===== src/rtl/demux_slot_counter.sv =====
// demux_slot_counter: E1 bit/slot/frame position counter with startup fill skip; DEMUX_MULTIFRAME_EN adds CRC-4 multiframe index
module demux_slot_counter #(
    parameter int BITS_PER_SLOT = 8,
    parameter int NUM_SLOTS     = 32,
    parameter int STARTUP_BITS  = 8,
    parameter int BYTE_CNT_W    = 8,
    localparam int BIT_W  = $clog2(BITS_PER_SLOT),
    localparam int SLOT_W = $clog2(NUM_SLOTS)
) (
    input  logic                  clk,
    input  logic                  clear_n,
    input  logic                  bit_en,
    input  logic                  realign,
    output logic [BIT_W-1:0]      bit_idx,
    output logic [SLOT_W-1:0]     slot_idx,
    output logic [BYTE_CNT_W-1:0] byte_cnt,
    output logic                  byte_valid,
    output logic                  frame_start,
`ifdef DEMUX_MULTIFRAME_EN
    output logic [3:0]            mf_idx,
    output logic                  mf_start,
`endif
    output logic                  running
);
    localparam int FILL_W = $clog2(STARTUP_BITS + 1);
    typedef enum logic {FILL, RUN} state_t;
    state_t            state;
    logic [FILL_W-1:0] fill_cnt;
    logic              bit_last, slot_last, fill_last;
    assign bit_last  = bit_idx == BIT_W'(BITS_PER_SLOT - 1);
    assign slot_last = slot_idx == SLOT_W'(NUM_SLOTS - 1);
    assign fill_last = fill_cnt == FILL_W'(STARTUP_BITS - 1);
    assign running   = state == RUN;
    always_ff @(posedge clk or negedge clear_n) begin
        if (!clear_n) begin
            state       <= FILL;
            fill_cnt    <= '0;
            bit_idx     <= '0;
            slot_idx    <= '0;
            byte_cnt    <= '0;
            byte_valid  <= 1'b0;
            frame_start <= 1'b0;
`ifdef DEMUX_MULTIFRAME_EN
            mf_idx      <= '0;
            mf_start    <= 1'b0;
`endif
        end else begin
            byte_valid  <= 1'b0;
            frame_start <= 1'b0;
`ifdef DEMUX_MULTIFRAME_EN
            mf_start    <= 1'b0;
`endif
            if (realign) begin
                state       <= RUN;
                slot_idx    <= '0;
                frame_start <= 1'b1;
                bit_idx     <= bit_en ? BIT_W'(1) : '0;
`ifdef DEMUX_MULTIFRAME_EN
                mf_idx      <= '0;
                mf_start    <= 1'b1;
`endif
            end else if (bit_en) begin
                if (state == FILL) begin
                    fill_cnt <= fill_cnt + FILL_W'(1);
                    if (fill_last) begin
                        state    <= RUN;
                        bit_idx  <= '0;
                        slot_idx <= '0;
                        byte_cnt <= '0;
                    end
                end else if (bit_last) begin
                    bit_idx    <= '0;
                    byte_valid <= 1'b1;
                    byte_cnt   <= byte_cnt + BYTE_CNT_W'(1);
                    if (slot_last) begin
                        slot_idx    <= '0;
                        frame_start <= 1'b1;
`ifdef DEMUX_MULTIFRAME_EN
                        mf_idx      <= mf_idx + 4'd1;
                        mf_start    <= mf_idx == 4'd15;
`endif
                    end else begin
                        slot_idx <= slot_idx + SLOT_W'(1);
                    end
                end else begin
                    bit_idx <= bit_idx + BIT_W'(1);
                end
            end
        end
    end
endmodule

===== config.mk =====
export PLATFORM = sky130hd
export DESIGN_NAME = demux_slot_counter
export DESIGN_NICKNAME = d
export VERILOG_FILES = /design/src/rtl/demux_slot_counter.sv
export SDC_FILE = /design/constraint.sdc
export NUM_CORES = 1
export LEC_CHECK = 0
export ABC_AREA = 1
export CORE_MARGIN = 10
export CORE_UTILIZATION = 45
export CTS_CLUSTER_DIAMETER = 80
export DETAILED_ROUTE_END_ITERATION = 10
export GPL_TIMING_DRIVEN = 0
export PLACE_DENSITY = 0.7
export SKIP_CTS_REPAIR_TIMING = 1
export SYNTH_ARGS = -nofsm -noshare
export SYNTH_HDL_FRONTEND = slang
export SYNTH_SLANG_ARGS = --single-unit

===== constraint.sdc =====
create_clock -name clk -period 1.5 [get_ports clk]
set_input_delay 0.225 -clock clk [delete_from_list [all_inputs] [get_ports clk]]
set_output_delay 0.225 -clock clk [all_outputs]
set_load 0.03 [all_outputs]

## Yosys cells after proc, flatten, opt, wreduce, memory -nomap -nowiden

Cells that the tools add are included.

- Add/subtract/negate cells: 4
- Multiply operators: 0
- Divide/modulo/power cells: 0
- $lt $le $gt $ge: 0
- Equality and inequality tests: 5
- Shift-type cells: 0
- Mux-type cells: 28
- Bitwise gates (word level): 2
- Reduce and logical (&&, ||, !) cells: 7

Operators with widths:

| operator | number |
|---|---|
| 5-bit two-way mux | 6 |
| 8-bit two-way mux | 3 |
| 3-bit two-way mux | 5 |
| 1-bit two-way mux | 14 |
| 8-bit by 1-bit adder with 8-bit output (second input constant) | 1 |
| 3-bit AND reduction | 2 |
| 5-bit by 1-bit adder with 5-bit output (second input constant) | 1 |
| 5-bit == test (second input constant) | 1 |
| 4-bit by 1-bit adder with 4-bit output (second input constant) | 1 |
| 4-bit by 3-bit == test with 1-bit output (second input constant) | 1 |
| 4-bit AND reduction | 1 |
| 2-bit nonzero test | 2 |
| 3-bit by 1-bit adder with 3-bit output (second input constant) | 1 |
| 3-bit == test (second input constant) | 1 |
| 3-bit by 2-bit != test with 1-bit output (second input constant) | 1 |
| 3-bit nonzero test | 1 |
| 2-bit by 1-bit != test with 1-bit output (second input constant) | 1 |
| 1-bit NOT | 2 |
| 2-bit AND reduction | 1 |

- Flip-flop bits (word level): 23
- Bits in latches: 0
- Bits in writable memories: 0
- ROM bits: 0
- Input port bits: 4
- Word-level logic and storage cells: 53
- Memories: 0

## Longest topological paths before layout

Gate-level depths: netlist (run 1).

- Depth after elaboration: 6
- Gate-level depth with buffers: 9
- Mapped depth without buffers: 9

## Least setup slack after synthesis (run 1)

OpenSTA, ideal clock, no wires.

- Path type: register to register
- Start: register slot_idx[0]
- End: register slot_idx[0]
- Library setup time: 0.076 ns
- Data arrival time: 1.472 ns
- Required time: 1.424 ns
- Setup slack: -0.049 ns
- Cell stages (with the launch flop): 9
- Buffers on the path: 0
- Period minus slack after synthesis: 1.549 ns
- Path through: dfrtp_1 > ha_1 > nand2_1 > nor2_1 > ha_1 > inv_1 > nand2_1 > or2_0 > o21ai_1

- Longest elaborated chain between the ends: 6
- Elaborated cells on any way between the ends: 7
- Classes of those cells: add/sub (1); eq/ne (1); mux (5)

RTL lines:

| element | RTL line | text |
|---|---|---|
| start, declared | 15 | `output logic [SLOT_W-1:0] slot_idx,` |
| start signal, assigned | 83 | `slot_idx <= slot_idx + SLOT_W'(1);` |
| 5-bit by 1-bit adder with 5-bit output / 5-bit == test (equally long branches) | 83, 31 |  |
| 5-bit two-way mux (*) | 75 | `if (slot_last) begin` |
| 5-bit two-way mux (*) | 71 | `end else if (bit_last) begin` |
| 5-bit two-way mux (*) | 63 | `if (state == FILL) begin` |
| 5-bit two-way mux (*) | 62 | `end else if (bit_en) begin` |
| 5-bit two-way mux (*) | 53 | `if (realign) begin` |

Every way passes the cells marked *; elsewhere a longest branch is shown, timed or not. The select of a mux whose other input is x is not followed.
A chain may end at the register's enable or synchronous reset.

## Final worst setup path (run 1)

- Start: register slot_idx[1]
- End: register slot_idx[0]

- Longest elaborated chain between the ends: 6

RTL lines:

| element | RTL line | text |
|---|---|---|
| 5-bit == test | 31 | `assign slot_last = slot_idx == SLOT_W'(NUM_SLOTS - 1);` |
| 5-bit two-way mux | 75 |  |
| 5-bit two-way mux | 71 |  |
| 5-bit two-way mux | 63 |  |
| 5-bit two-way mux | 62 |  |
| 5-bit two-way mux | 53 |  |

Every way passes these cells. The select of a mux whose other input is x is not followed.

==> out/metrics.csv, run 1 <==
stage;metric;value;unit
yosys;ys_warn_count;0;
pwr;combPwrFrac;18.6;%
grt;grt_max_degree;24;
detailed_routing;vias;1048;
clock_tree;cts_sinks;23;
layout;final_common_cell;nand2_1;
floorplan;dieArea;0.00522;mm2
pwr;p_sw;350;uW
yosys;synth.distinct_cells;24;
detailed_routing;avgRoutedWirePerCell;12.7;um
pwr;max-vdd-ir-drop;556;uV
pwr;clkPwrFrac;23.4;%
timing;fin_crit;1.46;ns
yosys;syn_area_per_cell;8.25;um2
yosys;postSynthCellCount;149;
critical_path;worstPathRequired;1.74;ns
floorplan;initial_utilization;48.3;%
timing;timing.final.crit_share;97.1;%
clock_tree;worstSkewPairLatency;0.30;ns
floorplan;rows;18;
pwr;sw_frac_of_total;29.2;%
outcome;status;complete, no violations;
clock_tree;cts_buffer_depth;2;
critical_path;reg2reg_depth;8;
grt;grt_pass1_vias;1040;
placement;port_buffers;22;
timing;setup_viol_count_final;0;
pwr;power_leakage;0.00102;uW
critical_path;endpoint_kind;register;
floorplan;core_region_area;0.00254;mm2
layout;drive_gt1_share;16.3;%
yosys;synth_seq_cells;23;
critical_path;critPathLaunchType;register;
timing;slew_headroom;32.4;%
detailed_routing;ant_nets;0;
floorplan;die_w;72.3;um
critical_path;path_class;reg -> reg;
critical_path;critPathArrivalTime;1.70;ns
timing;post-route-worst-setup-slack;0.0441;ns
pwr;powerDensity;739;mW/mm2
placement;dpl.hpwl;1.96;mm
layout;area_delta_synth_final;31.7;%
yosys;synth.yosys.seq_area_share;46.8;%
placement;place_ws;-0.0984;ns
timing;clock_skew;0.0105;ns
timing;finalHoldViolCount;0;
grt;antenna_found_initial;0;
pwr;finalPower;1200;uW
detailed_routing;viasPerCell;5.04;
worst_hold_path;hold_path.class;in -> async;
clock_tree;path_clk_slew;0.13;ns
pwr;pwr-share-seq;58.0;%
clock_tree;tritoncts;done;
clock_tree;clockRootBuffer;clkbuf_4;
layout;nNetsFinal;189;
timing;fin_tns_setup;0;ns
detailed_routing;drt_wl_total;2.63;mm
floorplan;fp.dieH;72.3;um
yosys;syn-num-nets;159;
floorplan;ios;23;
detailed_routing;firstDrtPassIters;2;
layout;fill_cells;222;
placement;gp_congestion;0.788;
clock_tree;numCtsBuffers;3;
flow_run;cap_violations;0;
timing;worstMarginPinSlew;1.01;ns
grt;grt_overflow;0;
grt;grt.total_usage;10.3;%
yosys;syn_area;0.00123;mm2
layout;final_cell_mix;nand2_1 (49), dfrtp_1 (19), dlymetal6s2s_1 (19);
pwr;intPower;847;uW
layout;diodes;0;
grt;grt_pass1_wl;4.57;mm
timing;fmax;687;MHz
detailed_routing;drc;0;
detailed_routing;drt_iter0_drc;41;
clock_tree;htreeDepth;1;
timing;rsz0062_at_grt;true;
timing;drv_slew;0;
critical_path;critPathMaxFanout;4;
==> area by class of cell <==
type	instances	area [um2]	area share, %
Multi-Input combinational cell	111	613	37.8
Sequential cell	23	581	35.8
Timing Repair Buffer	25	290	17.9
Inverter	13	48.8	3.01
Tap cell	30	37.5	2.32
Clock buffer	3	22.5	1.39
Buffer	2	22.5	1.39
Clock inverter	1	5.00	0.309
==> power by group through the flow <==
stage	Clock [uW]	Sequential [uW]	Combinational, uW
after detailed placement	0	699	213
after global routing	313	699	248
after CTS	291	687	214
after floorplan	0	744	71.7
final	280	694	223
after global placement	0	696	207
==> metrics by stage <==
| step | cell area, um2 | util [%] | std cells | hold slack (ns) |
|---|---|---|---|---|
| finish | 1620 | 63.7 | 208 | 0.461 |
| global route | 1620 | 63.7 | 208 | 0.492 |
| CTS | 1520 | 59.7 | 205 | 0.486 |
| detailed placement | 1490 | 58.7 | 201 | 0.462 |
| global placement | 1490 | 58.7 | 201 | 0.458 |
| floorplan | 1230 | - | 149 | -0.0706 |
==> kinds of logic after synthesis <==
group                    Yosys count  synth area share [%]
AO/OA/AOI/OAI                     13                  5.90
XOR/XNOR                           6                  4.27
adder cells (fa/ha/maj)            6                  6.10
buffers and inverters             15                  5.80
flip-flops                        23                  46.8
multiplexers                       1                 0.915
AND/OR/NAND/NOR                   85                  30.2
==> final timing paths <==
| path | startpoint | slack (ns) | endpoint |
|---|---|---|---|
| min | clear_n | 0.46 | byte_cnt[3] |
| min in group clk | fill_cnt[3] | 0.48 | fill_cnt[3] |
| max reg2reg | slot_idx[1] | 0.04 | slot_idx[0] |
| max in group asynchronous | clear_n | 0.36 | bit_idx[0] |
| max | slot_idx[1] | 0.04 | slot_idx[0] |
| min reg2reg | fill_cnt[3] | 0.48 | fill_cnt[3] |
==> cell usage after synthesis, drive strengths merged <==
master,number,share of area [%]
nand4,1,0.51
xor2,4,2.8
o21ai,9,3.7
a21oi,1,0.41
nand2,53,17
nand3,14,6.7
xnor2,2,1.4
o21bai,2,1.2
nor3,1,0.41
ha,6,6.1
nor2,13,4.4
o211ai,1,0.61
inv,13,4.0
nand3b,1,0.61
dfrtp,23,47
mux2,1,0.92
or2,2,1.0
buf,2,1.8
==> routing by layer <==
layer | track usage, % | vias up | wire length [um]
met1 | 11.2 | 486 | 1080
met5 | 0 | - | 0
met3 | 3.67 | 6 | 195
li1 | - | 537 | -
met2 | 18.6 | 19 | 1310
met4 | 1.94 | 0 | 48
==> worst max-delay path: stages, from the launching register on <==
cell	delay (ns)
dfrtp_2	0.47
ha_4	0.18
nand2_4	0.06
nor2_2	0.03
ha_2	0.17
inv_2	0.06
nand2_2	0.06
or2_0	0.22
o21ai_1	0.13
==> state kept, by name (all words and copies together), names as in the netlist <==
signal,count
fill_cnt,4
running,1
bit_idx,3
byte_valid,1
byte_cnt,8
frame_start,1
slot_idx,5
(Power assumes the default switching activity.)
==> inputs of run 2 (changes only) <==
--- a/config.mk
+++ b/config.mk
@@ -11,6 +11,7 @@
 export CTS_CLUSTER_DIAMETER = 80
 export DETAILED_ROUTE_END_ITERATION = 10
 export GPL_TIMING_DRIVEN = 0
+export MAX_ROUTING_LAYER = met4
 export PLACE_DENSITY = 0.7
 export SKIP_CTS_REPAIR_TIMING = 1
 export SYNTH_ARGS = -nofsm -noshare
==> run 2 against run 1 <==
Effect of this change:
- sequential power about the same
- register-to-register slack about the same
- critical path type unchanged
- critical endpoint unchanged
- largest cell class unchanged
- die area unchanged
- utilization unchanged
- highest routed layer unchanged
==> out/metrics.csv, run 2 (synthesis gave the netlist of run 1 again) <==
stage;metric;value;unit
placement;port_buffers;22;
critical_path;r2r_setup_slack;0.04;ns
detailed_routing;drc;0;
layout;largest_reg_flops;8;
floorplan;rows;18;
placement;place_ws;-0.0984;ns
clock_tree;clockRootBuffer;clkbuf_4;
critical_path;critPathTopFamily;flip-flops;
critical_path;crit_buf_inv;1;
layout;multi_input_area;613;um2
grt;grt.total_usage;10.5;%
critical_path;crit_end;slot_idx[0];
detailed_routing;ant_nets;0;
layout;final_cell_mix;nand2_1 (49), dfrtp_1 (19), dlymetal6s2s_1 (19);
grt;grt_pass1_vias;1040;
timing;fmax;687;MHz
critical_path;endpoint_kind;register;
floorplan;fp.dieH;72.3;um
critical_path;critPathArrivalTime;1.70;ns
layout;final_common_cell;nand2_1;
critical_path;critPathLaunch;slot_idx[1];
placement;placedCellCount;201;
layout;area_delta_synth_final;31.7;%
grt;grt_overflow;0;
timing;drv_slew;0;
critical_path;slowest_stage;dfrtp_2;
worst_hold_path;hold_path.class;in -> async;
floorplan;ios;23;
critical_path;critPathLaunchType;register;
outcome;status;complete, no violations;
critical_path;reg2reg_depth;8;
floorplan;dieArea;0.00522;mm2
timing;setup_viol_count_final;0;
floorplan;core_region_area;0.00254;mm2
detailed_routing;drt_iter0_drc;39;
layout;nNetsFinal;189;
critical_path;cp.depth;8;
placement;dpl.hpwl;1.96;mm
layout;reg.largest.list;byte_cnt (8), slot_idx (5), fill_cnt (4);
pwr;max-vdd-ir-drop;556;uV
timing;clock_skew;0.0105;ns
layout;final_util;63.7;%
timing;worstMarginPinSlew;1.01;ns
timing;fin_tns_setup;0;ns
clock_tree;cts_buffer_depth;2;
pwr;power_leakage;0.00102;uW
timing;slew_headroom;32.4;%
grt;grt_max_degree;24;
critical_path;worstPathRequired;1.74;ns
placement;gp_congestion;0.799;
timing;worst_hold_slack;0.461;ns
layout;regArea;581;um2
clock_tree;htreeDepth;1;
clock_tree;tritoncts;done;
grt;grt_pass1_wl;4.57;mm
critical_path;path_class;reg -> reg;
timing;finalHoldViolCount;0;
critical_path;regToRegStartpoint;slot_idx[1];
layout;top_register;byte_cnt;
flow_run;cap_violations;0;
detailed_routing;firstDrtPassIters;2;
floorplan;initial_utilization;48.3;%
critical_path;crit_chain;ha_4 -> nand2_4 -> nor2_2 -> ha_2 -> inv_2 -> nand2_2 -> or2_0 -> o21ai_1;
layout;fill_cells;222;
detailed_routing;drt_wl_total;2.63;mm
timing;timing.final.crit_share;97.1;%
critical_path;critPathMaxFanout;4;
grt;antenna_found_initial;0;
critical_path;cpPeakStageDelay;0.47;ns
detailed_routing;vias;1048;
clock_tree;path_clk_slew;0.13;ns
detailed_routing;avgRoutedWirePerCell;12.6;um
clock_tree;numCtsBuffers;3;
timing;fin_crit;1.46;ns
floorplan;die_w;72.3;um
clock_tree;cts_sinks;23;
timing;post-route-worst-setup-slack;0.0441;ns
layout;final_cells;208;
layout;drive_gt1_share;16.3;%
detailed_routing;viasPerCell;5.04;
clock_tree;worstSkewPairLatency;0.30;ns
pwr;powerDensity;739;mW/mm2
layout;diodes;0;
critical_path;rr_endpoint;slot_idx[0];
timing;rsz0062_at_grt;true;
==> run 2: cell counts in the layout (fill, tap and decap cells not counted) <==
No cell type changed its count.
==> run 2: worst register-to-register path, stage by stage (launching register included) <==
cell and delay (ns):
dfrtp_2 0.47, ha_4 0.19, nand2_4 0.06, nor2_2 0.03
ha_2 0.17, inv_2 0.06, nand2_2 0.06, or2_0 0.22
o21ai_1 0.13
==> run 2: layout make-up <==
class,instances,area share (%)
multi-input combinational,111,37.8
sequential,23,35.8
timing repair buffer,25,17.9
inverter,13,3.01
tap,30,2.32
clock buffer,3,1.39
buffer,2,1.39
clock inverter,1,0.309
==> run 2: stage by stage <==
| step | area, um2 | power, uW |
|---|---|---|
| after detailed placement | 1490 | 912 |
| final | 1620 | 1200 |
| after CTS | 1520 | 1190 |
| after global routing | 1620 | 1260 |
| after global placement | 1490 | 904 |
| after floorplan | 1230 | 815 |
==> run 2: layer usage <==
metal | GRT usage [%] | wire [um] | vias up
met2 | 18.6 | 1310 | 19
met3 | 2.86 | 155 | 6
li1 | - | - | 537
met4 | 1.94 | 48 | 0
met5 | - | 0 | -
met1 | 11.7 | 1120 | 486
==> run 2: how the worst min path moves through the flow <==
stage / endpoint / depth (start not counted) / startpoint
after floorplan: bit_idx[0] / 0 / clear_n
after global placement: fill_cnt[3] / 1 / fill_cnt[3]
after detailed placement: fill_cnt[3] / 1 / fill_cnt[3]
after CTS: byte_cnt[3] / 1 / clear_n
after global routing: fill_cnt[3] / 1 / fill_cnt[3]
final: byte_cnt[3] / 1 / clear_n
==> run 2: power breakdown <==
group          switching, uW  leakage (uW)  internal, uW
Clock                    181     0.0000177          99.2
Combinational            129      0.000709          94.0
Sequential              40.1      0.000296           654
==> edit, RTL diff (flow settings as in run 1) <==
Register the output `byte_valid` once more; this adds one clock of latency there. The other outputs are not delayed to match.
--- a/src/rtl/demux_slot_counter.sv
+++ b/src/rtl/demux_slot_counter.sv
@@ -24,6 +24,8 @@
 );
     localparam int FILL_W = $clog2(STARTUP_BITS + 1);
     typedef enum logic {FILL, RUN} state_t;
+
+    logic byte_valid_s0;
     state_t            state;
     logic [FILL_W-1:0] fill_cnt;
     logic              bit_last, slot_last, fill_last;
@@ -38,14 +40,14 @@
             bit_idx     <= '0;
             slot_idx    <= '0;
             byte_cnt    <= '0;
-            byte_valid  <= 1'b0;
+            byte_valid_s0 <= 1'b0;
             frame_start <= 1'b0;
 `ifdef DEMUX_MULTIFRAME_EN
             mf_idx      <= '0;
             mf_start    <= 1'b0;
 `endif
         end else begin
-            byte_valid  <= 1'b0;
+            byte_valid_s0 <= 1'b0;
             frame_start <= 1'b0;
 `ifdef DEMUX_MULTIFRAME_EN
             mf_start    <= 1'b0;
@@ -70,7 +72,7 @@
                     end
                 end else if (bit_last) begin
                     bit_idx    <= '0;
-                    byte_valid <= 1'b1;
+                    byte_valid_s0 <= 1'b1;
                     byte_cnt   <= byte_cnt + BYTE_CNT_W'(1);
                     if (slot_last) begin
                         slot_idx    <= '0;
@@ -88,4 +90,8 @@
             end
         end
     end
+    always_ff @(posedge clk) begin
+        byte_valid <= byte_valid_s0;
+    end
+
 endmodule
Check against the original RTL: not equivalent (a bounded check fails within 10 cycles, from zero or initial values).
==> edit against run 1 <==
Utilization decreased by 1.8 points. Total power rose by 17%. Via count up 4.7%. Sequential share of layout area decreased by 0.64 points. Synthesized area grew 4.9%. Largest cell class unchanged. Setup slack better by 0.0066 ns. Cell area up 5.3%. Wire length is 7.6% higher. Sequential cell count rose by 1. Critical path depth is the same. Combinational power fell by 4%. Global-route usage down 0.29 points. Critical endpoint is now byte_cnt[2]. Non-clock buffer count is 1 higher. Highest routed layer unchanged.
==> edit: results (changes against run 1) <==
Timing
  • Part of the cycle the worst path needs: 96.6% (-0.44 points)
  • Skew final: 0.00285 ns (-0.00766 ns)
  • Worst hold margin: 0.359 ns (-0.102 ns)
  • Slew HR: 29.5% (-3.0 points)

Final layout
  • Filler cell count in the final layout: 243 (+9.5%)
  • Number of combinational gates with multiple inputs: 112 (+0.90%)
  • Seq. cell area: 601 um^2 (+3.4%)
  • Final Core Density: 61.9% (-1.8 points)
  • Number of nets in the layout: 192 (+1.6%)
  • Non-clock buffer total of the final layout: 28 (+3.7%)
  • Multi-input gate area: 646 um^2 (+5.3%)
  • Post-route insts no fill: 212 (+1.9%)
  • Fraction of layout cells with a size suffix above 1: 21.0% (+4.7 points)

Place
  • Cell area after placement: 1550 um^2 (+4.1%)
  • Post-place setup slack: -0.143 ns (-0.0449 ns)
  • GP Congestion: 0.754 (-4.3%)
  • Sum of net half-perimeters after detailed placement: 1.92 mm (-1.7%)

Pwr
  • Fraction of power consumed by combinational cells: 15.4% (-3.2 points)
  • Worst ir drop on vdd: 0.000572 V (+2.9%)
  • Reported leakage power: 1.05 nW (+2.9%)
  • Seq power: 0.712 mW (+3%)
  • Switching power: 0.359 mW (+2.6%)

Clock network
  • CTS clk-pin slew, worst paths: 0.13 ns (about the same)
  • Insertion delay to the later sink of the worst-skew pair: 0.32 ns (+0.02 ns)

Yosys
  • Synthesized instance count: 151 (+1.3%)
  • Sequential area share after synthesis: 46.2% (-0.63 points)
  • Ranking of synthesized cells by instance count: nand2_1, dfrtp_1, nand3_1
  • Synth unique cells: 28 (+17%)
  • Flops & latches, synth: 24 (+4.3%)
  • Largest cells by area after synthesis: dfrtp_1, nand2_1, ha_1
  • Netlist area before placement: 1290 um^2 (+4.9%)
  • Post-Syn Nets: 161 (+1.3%)
  • Share of synthesized registers carrying an async set or reset: 95.8% (-4.2 points)

Global route
  • Global router's overall resource usage: 9.96% (-0.29 points)
  • Global routing usage on met2: 16.4% (-2.2 points)
  • Wire length of the first global-routing pass: 4.42 mm (-3.2%)
  • Routing usage on met1: 10.9% (-0.27 points)

Drt
  • WL per Instance: 13.4 um (+5.6%)
  • Routed length on met2: 1.37 mm (+5.1%)
  • Length of the first detailed-routing pass in iterations: 4 (+2)
  • Met1 Routed Length: 1.21 mm (+12%)
  • Initial drt markers: 62 (+51%)
  • Via count: 1097 (+4.7%)

Critical path
  • Maximum fanout along the worst path: 5 (+1)
  • Worst R2R Start: bit_idx[0]
  • Endpoint of the lowest-slack register-to-register path: byte_cnt[2]
  • Type of origin of the critical path: flip-flop
  • Depth of the worst register-to-register path: 8 (unchanged)

Run status
  • Status: complete, no violations

Hold path
  • Tightest Hold Check Type: flip-flop to flip-flop
==> edit: cell count changes in the layout (fill, tap and decap cells not counted), sizes merged <==
cell | run 1 | this run
buf | 5 | 6
bufinv | 0 | 1
dfxtp | 0 | 1
inv | 13 | 12
nand2 | 53 | 55
o21ai | 9 | 8
==> edit: critical path, cell delays in order, from the launching register on <==
cell	delay, ns
dfrtp_2	0.45
ha_1	0.20
ha_2	0.18
inv_2	0.09
a21oi_2	0.06
nand2_2	0.13
buf_4	0.17
nand2_1	0.06
o21ai_2	0.05
==> edit: cell families (layout without fill, tap and decap cells) <==
logic type,after synthesis,after routing,share of synthesized area [%]
AO/OA/AOI/OAI,12,12,6.11
XOR/XNOR,6,6,4.07
adder cells (fa/ha/maj),6,6,5.82
buffers and inverters,15,45,5.53
flip-flops,24,24,46.2
multiplexers,1,1,1.16
AND/OR/NAND/NOR,87,87,31.1
